### src/rtl/fetch_pkg.sv
// -----------------------------------------------------------------------------
// fetch_pkg
// Shared types and constants for the instruction fetch sequencer.
//   fetch_state_t : fetch FSM states
//   FMT_BRANCH    : instruction format code (instr[1:0]) of a conditional branch
//   COND_EQx      : branch condition codes (instr[3:2]), taken when last ALU
//                   result equals x; the remaining code is never taken
//   CNT_W         : width of the memory-latency counter (MEM_LAT up to 4)
// -----------------------------------------------------------------------------
package fetch_pkg;

  typedef enum logic [2:0] {
    IDLE,
    REQ,
    ISSUE,
    EXEC,
    NEXT
  } fetch_state_t;

  localparam logic [1:0] FMT_BRANCH = 2'b10;

  localparam logic [1:0] COND_EQ0 = 2'b00;
  localparam logic [1:0] COND_EQ1 = 2'b01;
  localparam logic [1:0] COND_EQ2 = 2'b10;

  localparam int unsigned CNT_W = 2;

  function automatic logic is_branch(input logic [1:0] fmt);
    return fmt == FMT_BRANCH;
  endfunction

endpackage

### src/rtl/next_pc_sel.sv
// -----------------------------------------------------------------------------
// next_pc_sel
// Combinational next-PC selection for the fetch sequencer.
//   instr_i    : low bits of the current instruction (format, cond, target)
//   pc_i       : current program counter
//   last_alu_i : result of the most recent non-branch instruction
//   next_pc_o  : branch target if taken, otherwise pc_i + 1 (wrapping)
//   taken_o    : the instruction is a branch whose condition holds
// -----------------------------------------------------------------------------
module next_pc_sel
  import fetch_pkg::*;
#(
  parameter int unsigned ADDR_W = 8,
  parameter int unsigned DATA_W = 16
) (
  input  logic [ADDR_W+3:0] instr_i,
  input  logic [ADDR_W-1:0] pc_i,
  input  logic [DATA_W-1:0] last_alu_i,
  output logic [ADDR_W-1:0] next_pc_o,
  output logic              taken_o
);

  logic [1:0]        cond;
  logic [ADDR_W-1:0] tgt;

  assign cond = instr_i[3:2];
  assign tgt  = instr_i[ADDR_W+3:4];

  always_comb begin
    taken_o = 1'b0;
    if (is_branch(instr_i[1:0])) begin
      case (cond)
        COND_EQ0: taken_o = (last_alu_i == DATA_W'(0));
        COND_EQ1: taken_o = (last_alu_i == DATA_W'(1));
        COND_EQ2: taken_o = (last_alu_i == DATA_W'(2));
        default:  taken_o = 1'b0;
      endcase
    end
    next_pc_o = taken_o ? tgt : (pc_i + ADDR_W'(1));
  end

endmodule

### src/rtl/fetch_sequencer.sv
// -----------------------------------------------------------------------------
// fetch_sequencer
// Multi-cycle instruction fetch controller. Owns the PC, reads instruction
// memory with a fixed latency, hands the word to execute over valid/ready,
// waits for the execute-done pulse, then selects the next PC.
//   clk          : system clock, all state on rising edge
//   reset        : synchronous active-low reset
//   run          : keep fetching (sampled only in IDLE and NEXT)
//   mem_addr     : instruction memory address (= PC)
//   mem_data     : instruction memory read data, MEM_LAT cycles after address
//   instr_out    : captured instruction
//   instr_valid  : instr_out offered to execute
//   instr_ready  : execute accepts instr_out
//   exec_done    : one-cycle pulse, execute finished (honoured in EXEC only)
//   alu_result   : result accompanying exec_done
//   pc_out       : current PC
//   branch_taken : high during NEXT when a branch redirects the PC
//   busy         : FSM not in IDLE
//   retired      : completed instruction count, saturating
// -----------------------------------------------------------------------------
module fetch_sequencer
  import fetch_pkg::*;
#(
  parameter int unsigned           ADDR_W   = 8,
  parameter int unsigned           INSTR_W  = 16,
  parameter int unsigned           DATA_W   = 16,
  parameter int unsigned           MEM_LAT  = 1,
  parameter logic [ADDR_W-1:0]     RESET_PC = '0
) (
  input  logic               clk,
  input  logic               reset,
  input  logic               run,
  output logic [ADDR_W-1:0]  mem_addr,
  input  logic [INSTR_W-1:0] mem_data,
  output logic [INSTR_W-1:0] instr_out,
  output logic               instr_valid,
  input  logic               instr_ready,
  input  logic               exec_done,
  input  logic [DATA_W-1:0]  alu_result,
  output logic [ADDR_W-1:0]  pc_out,
  output logic               branch_taken,
  output logic               busy,
  output logic [15:0]        retired
);

  localparam logic [CNT_W-1:0] LAT_LAST = CNT_W'(MEM_LAT - 1);

  fetch_state_t       state_q,    state_d;
  logic [ADDR_W-1:0]  pc_q,       pc_d;
  logic [INSTR_W-1:0] instr_q,    instr_d;
  logic [DATA_W-1:0]  last_alu_q, last_alu_d;
  logic [15:0]        retired_q,  retired_d;
  logic [CNT_W-1:0]   cnt_q,      cnt_d;

  logic [ADDR_W-1:0]  next_pc;
  logic               taken;

  next_pc_sel #(
    .ADDR_W (ADDR_W),
    .DATA_W (DATA_W)
  ) u_next_pc_sel (
    .instr_i    (instr_q[ADDR_W+3:0]),
    .pc_i       (pc_q),
    .last_alu_i (last_alu_q),
    .next_pc_o  (next_pc),
    .taken_o    (taken)
  );

  always_ff @(posedge clk) begin
    if (!reset) begin
      state_q    <= IDLE;
      pc_q       <= RESET_PC;
      instr_q    <= '0;
      last_alu_q <= '0;
      retired_q  <= '0;
      cnt_q      <= '0;
    end else begin
      state_q    <= state_d;
      pc_q       <= pc_d;
      instr_q    <= instr_d;
      last_alu_q <= last_alu_d;
      retired_q  <= retired_d;
      cnt_q      <= cnt_d;
    end
  end

  always_comb begin
    state_d    = state_q;
    pc_d       = pc_q;
    instr_d    = instr_q;
    last_alu_d = last_alu_q;
    retired_d  = retired_q;
    cnt_d      = cnt_q;

    case (state_q)
      IDLE: begin
        if (run) state_d = REQ;
      end

      // PC is held on mem_addr for the whole stay; capture on the last count.
      REQ: begin
        if (cnt_q == LAT_LAST) begin
          instr_d = mem_data;
          cnt_d   = '0;
          state_d = ISSUE;
        end else begin
          cnt_d = cnt_q + CNT_W'(1);
        end
      end

      ISSUE: begin
        if (instr_ready) state_d = EXEC;
      end

      EXEC: begin
        if (exec_done) begin
          state_d = NEXT;
          // Branches leave the condition source untouched.
          if (!is_branch(instr_q[1:0])) last_alu_d = alu_result;
        end
      end

      NEXT: begin
        pc_d = next_pc;
        if (retired_q != 16'hFFFF) retired_d = retired_q + 16'd1;
        state_d = run ? REQ : IDLE;
      end

      default: state_d = IDLE;
    endcase
  end

  assign mem_addr     = pc_q;
  assign pc_out       = pc_q;
  assign instr_out    = instr_q;
  assign instr_valid  = (state_q == ISSUE);
  assign busy         = (state_q != IDLE);
  assign branch_taken = (state_q == NEXT) && taken;
  assign retired      = retired_q;

endmodule
### config.mk
export PLATFORM = sky130hd
export DESIGN_NAME = fetch_sequencer
export DESIGN_NICKNAME = d
export VERILOG_FILES = /design/src/rtl/fetch_pkg.sv /design/src/rtl/next_pc_sel.sv /design/src/rtl/fetch_sequencer.sv
export SDC_FILE = /design/constraint.sdc
export NUM_CORES = 1
export LEC_CHECK = 0
export CAP_MARGIN = 40
export CELL_PAD_IN_SITES_DETAIL_PLACEMENT = 1
export CELL_PAD_IN_SITES_GLOBAL_PLACEMENT = 2
export CORE_MARGIN = 10
export CORE_UTILIZATION = 28
export DETAILED_ROUTE_END_ITERATION = 12
export GPL_ROUTABILITY_DRIVEN = 0
export GPL_TIMING_DRIVEN = 0
export PLACE_DENSITY = 0.91
export SYNTH_ARGS = -nofsm -noshare
export SYNTH_HDL_FRONTEND = slang
export SYNTH_SLANG_ARGS = --single-unit
### constraint.sdc
create_clock -name clk -period 5.1 [get_ports clk]
set_clock_uncertainty 0.15 [all_clocks]
set_input_delay 1.02 -clock clk [delete_from_list [all_inputs] [get_ports clk]]
set_output_delay 1.02 -clock clk [all_outputs]
set_load 0.1 [all_outputs]
# Yosys cells after proc, flatten, opt, wreduce, memory -nomap -nowiden
# Index checks and enable logic that the tools add are counted.
# totals
wordCells	44
out_inout_bits	51
inputBits	37
ff_bits	61
# op_classes
n_mux	10
eq_ne	14
n_reduce_logical	10
n_addsub	3
bitwise	1
# op_table
cell	n
$add 16x1->16 const B	1
$eq 16x1->1 const B	1
$eq 16x2->1 const B	1
$logic_not 16->1	1
$ne 16x16->1 const B	1
$pmux 3 s5	1
$mux 3	4
$add 8x1->8 const B	1
$mux 8	1
$eq 3x2->1 const B	2
$ne 2x2->1 const B	3
$eq 2x2->1 const B	2
$logic_not 2->1	2
$reduce_and 2->1	2
$reduce_and 4->1	1
$eq 3x1->1 const B	1
$eq 3x3->1 const B	1
$logic_not 3->1	1
$pmux 1 s3	1
$reduce_and 3->1	1
$reduce_bool 3->1	1
$add 2x1->2 const B	1
$eq 2x1->1 const B	1
$mux 1	2
4 further kinds	4

# Logic depth before layout (Yosys ltp)
# depth
depth_word	4
ltp_mapped	7
mapped_depth_nobuf	6

# Hierarchy
# Synthesis repeated with hierarchy kept, for this count alone.
# hier_totals
cells_unflattened	335
area_unflattened_um2	2890.3
# by_module_without_submodules
module	cells_each	instances	seq_area_each_um2	area_each_um2
fetch_sequencer	294	1	1221.2	2568.7
next_pc_sel	41	1	0.0	321.6

# Worst setup path after synthesis
# No wires, ideal clock.
# synth_timing
kind	flip-flop to output port
startpoint	register instr_q[2], in the netlist instr_out[2]
endpoint	output branch_taken
slack_ns	0.452
t_arrival_ns	3.478
n_path_buf	1
path_stages_with_launch	8
cell_sequence	dfxtp_1 > inv_1 > ha_1 > o21ai_0 > a211o_1 > or2_2 > clkbuf_1 > nor2_1
# synth_between
elab_chain_len	4
elab_cells_between_ends	6
classes_between	eq/ne (2); mux (2); reduce/logical (2)
# synth_rtl
element	line_no	source
start: declaration	fetch_sequencer.sv:50	logic [INSTR_W-1:0] instr_q, instr_d;
start signal: assignment	fetch_sequencer.sv:80	instr_q <= instr_d;
$eq 2x2->1, or another cell as far along	next_pc_sel.sv:32	case (cond)
$pmux 1 s3 *	next_pc_sel.sv:32	
$mux 1 *	next_pc_sel.sv:31	if (is_branch(instr_i[1:0])) begin
$logic_and 1x1->1 *	fetch_sequencer.sv:138	assign branch_taken = (state_q == NEXT) && taken;
end: declaration	fetch_sequencer.sv:41	output logic branch_taken,
# Every way passes the cells marked *; elsewhere a longest branch is shown, timed or not.

# Worst setup path in the final report
# Ends and elaborated chain as after synthesis.

==> reports/results.ini <==
[timing]
relSlewSlack=0.501
period_minus_slack_ns=4.18
tightest_slew_ns=0.746
tns_ns=0
setup_slack_ns=0.917
post-route-period-util=0.820
finalSetupViolations=0
finalHoldViolations=0
fmax_ghz=0.239
drv_slew=0
rsz0062_at_grt=false

[critical_path]
reg2reg_slack_ns=2.37
r2r_end=retired[1]
critPathKind=register to output pin
end_kind=output pin
cp-startpoint=instr_out[2]
cp_cell_sequence=inv_1 -> ha_1 -> or3b_2 -> a211o_1 -> or2_2 -> clkbuf_1 -> nor2_1 -> clkdlybuf4s50_1 -> buf_16
critPathArrivalTime_ns=3.01
worst_path_max_delay_cell=clkdlybuf4s50_1
worstPathRequired_ns=3.93
cp_max_fo=7
reg2regPathDepth=7
timing.rr.start=retired[0]
startpoint_type=register
slowest_delay_ns=0.59

[clock_network]
holdBufCountCts=0
cts_root_buf=clkbuf_8
cts.repair.resized=0
post-cts-setup-buffer-count=0
cts_htree_levels=3
clk_pin_slew_ns=0.08
cts.sinks=61
cts_made_buffers=9
cts_max_path_buffers=2
cts_tree=built
insertion_delay_ns=0.34

[hold_path]
hp-class=register to register
hold_start=instr_out[0]
holdPathStages=2
hold_end=instr_out[0]

[power]
combPwrFrac=0.268
power.switching_mw=0.457
power.internal_mw=0.862
p_per_area_nw_per_um2=260
power_frac_clock=0.347
p_seq_frac=0.384
ir_worst_vdd_mv=0.148
leakage_nw=1.94
switching_share=0.346

[detailed_routing]
drt-total-wl_um=11100
vias=3256
drc=0
wl_per_cell_um=16.9
drt-initial-drc-count=145
first_pass_iters=4
viasPerCell=4.96
antenna_left=0

[layout]
final_common_cell=clkdlybuf4s50_1
nNetsFinal=559
area_growth_pct=72.7
drive_gt1_frac=0.163
multi_input_area_um2=1530
mostFrequentLayoutCells=clkdlybuf4s50_1, dfxtp_1, nand2_1
nFillCells=1200
diodes=0
seq_area_um2=1220

[die]
die_h_um=122
dieArea_um2=15000
start_util=0.286
pin_count=88
fp-row-count=37
die_w_um=122
core_area_um2=10300

[logic_synthesis]
syn_area_um2=2940
ys_seq_elements=61
synth_cell_types=39
syn_avg_cell_area_um2=8.06
yosys_warnings=0
synth_seq_area_share=0.416
synth_nets=408
syn_inst=364

[placement]
io_buffer_count=87
dp_slack_ns=1.27
hpwl_um=8780

[global_routing]
grt_pass1_vias=3538
grt_usage=0.148
antenna_found_initial=0
grt_first_pass_wirelength_um=18000
overflow=0
grt_max_degree=14

[outcome]
outcome=complete, no violations

[flow_run]
cap_viol_max_count=0

## registers in the layout (all words and copies together) (netlist names)
name,count
cnt_q,2
instr_out,16
last_alu_q,16
mem_addr,8
retired,16
state_q,3
## synthesized netlist by cell type (all sizes together)
cell type,instances,area share
a211o,2,0.0060
or3b,2,0.0060
o41ai,1,0.0030
a31oi,4,0.0085
dfxtp,61,0.42
or3,7,0.015
a211oi,1,0.0026
nand2b,8,0.017
nand2,57,0.073
o211ai,3,0.0077
nor2,29,0.037
o31ai,5,0.013
o21ba,1,0.0034
nor3,6,0.010
nor4,13,0.028
nand4,9,0.019
nor2b,2,0.0043
clkbuf,21,0.028
nand3,12,0.020
o311ai,1,0.0030
and2,2,0.0043
o31a,2,0.0060
ha,7,0.030
or2,2,0.0043
a21oi,33,0.056
o22ai,5,0.011
nand3b,1,0.0026
or4,7,0.018
o21ai,12,0.020
o221ai,4,0.012
buf,10,0.025
and3,5,0.011
inv,8,0.010
nor3b,2,0.0051
mux2i,19,0.065
## power groups by stage
stage | Combinational (mW) | Clock, mW | Sequential [mW]
6_report | 0.354 | 0.458 | 0.507
4_1_cts | 0.359 | 0.465 | 0.507
3_5_place_dp | 0.358 | 0 | 0.518
5_1_grt | 0.375 | 0.489 | 0.510
2_1_floorplan | 0.109 | 0 | 0.605
3_3_place_gp | 0.286 | 0 | 0.518
## worst max path at each step
stage	to	slack, ns	cells after the start
2_1_floorplan	branch_taken	0.45	7
3_3_place_gp	branch_taken	0.88	8
3_5_place_dp	branch_taken	1.27	9
4_1_cts	branch_taken	0.87	9
5_1_grt	branch_taken	0.69	9
6_report	branch_taken	0.92	9
## layout make-up
type	count	share of cell area
clock inverter	7	0.0158
sequential	61	0.241
timing repair buffer	140	0.347
buffer	31	0.0304
inverter	8	0.00592
clock buffer	9	0.0244
tap	136	0.0336
multi-input combinational	264	0.302
## metrics by stage
| stage | instance area (um2) | hold WS [ns] | total power, mW | cells | util |
|---|---|---|---|---|---|
| floorplan | 2940 | 0.304 | 0.714 | 364 | - |
| global placement | 3980 | 0.294 | 0.804 | 587 | 0.387 |
| global route | 5070 | 0.351 | 1.37 | 656 | 0.493 |
| CTS | 5070 | 0.325 | 1.33 | 656 | 0.493 |
| finish | 5070 | 0.324 | 1.32 | 656 | 0.493 |
| detailed placement | 4870 | 0.310 | 0.876 | 640 | 0.473 |
## worst max-delay path: cells and delay by family, from the launching register on
kind	cells	cell delay [ns]
adder cells (fa/ha/maj)	1	0.14
AND/OR/NAND/NOR	3	0.83
buffers and inverters	4	1.07
flip-flops	1	0.34
AO/OA/AOI/OAI	1	0.30
## logic make-up after synthesis
family,synth area share
AOI/OAI and AO/OA,0.152
adders and majority gates,0.0298
buffers and inverters,0.0627
DFF,0.416
muxes,0.0648
and+or+nand+nor,0.275
## per-layer routing
metal / vias up / part of all wire / global-route usage
met5: - / 0 / 0
met4: 0 / 0.010 / 0.0339
met3: 10 / 0.050 / 0.0404
met2: 70 / 0.53 / 0.271
met1: 1574 / 0.41 / 0.166
li1: 1602 / - / -
No activity file was read; power rests on OpenSTA's default activity.
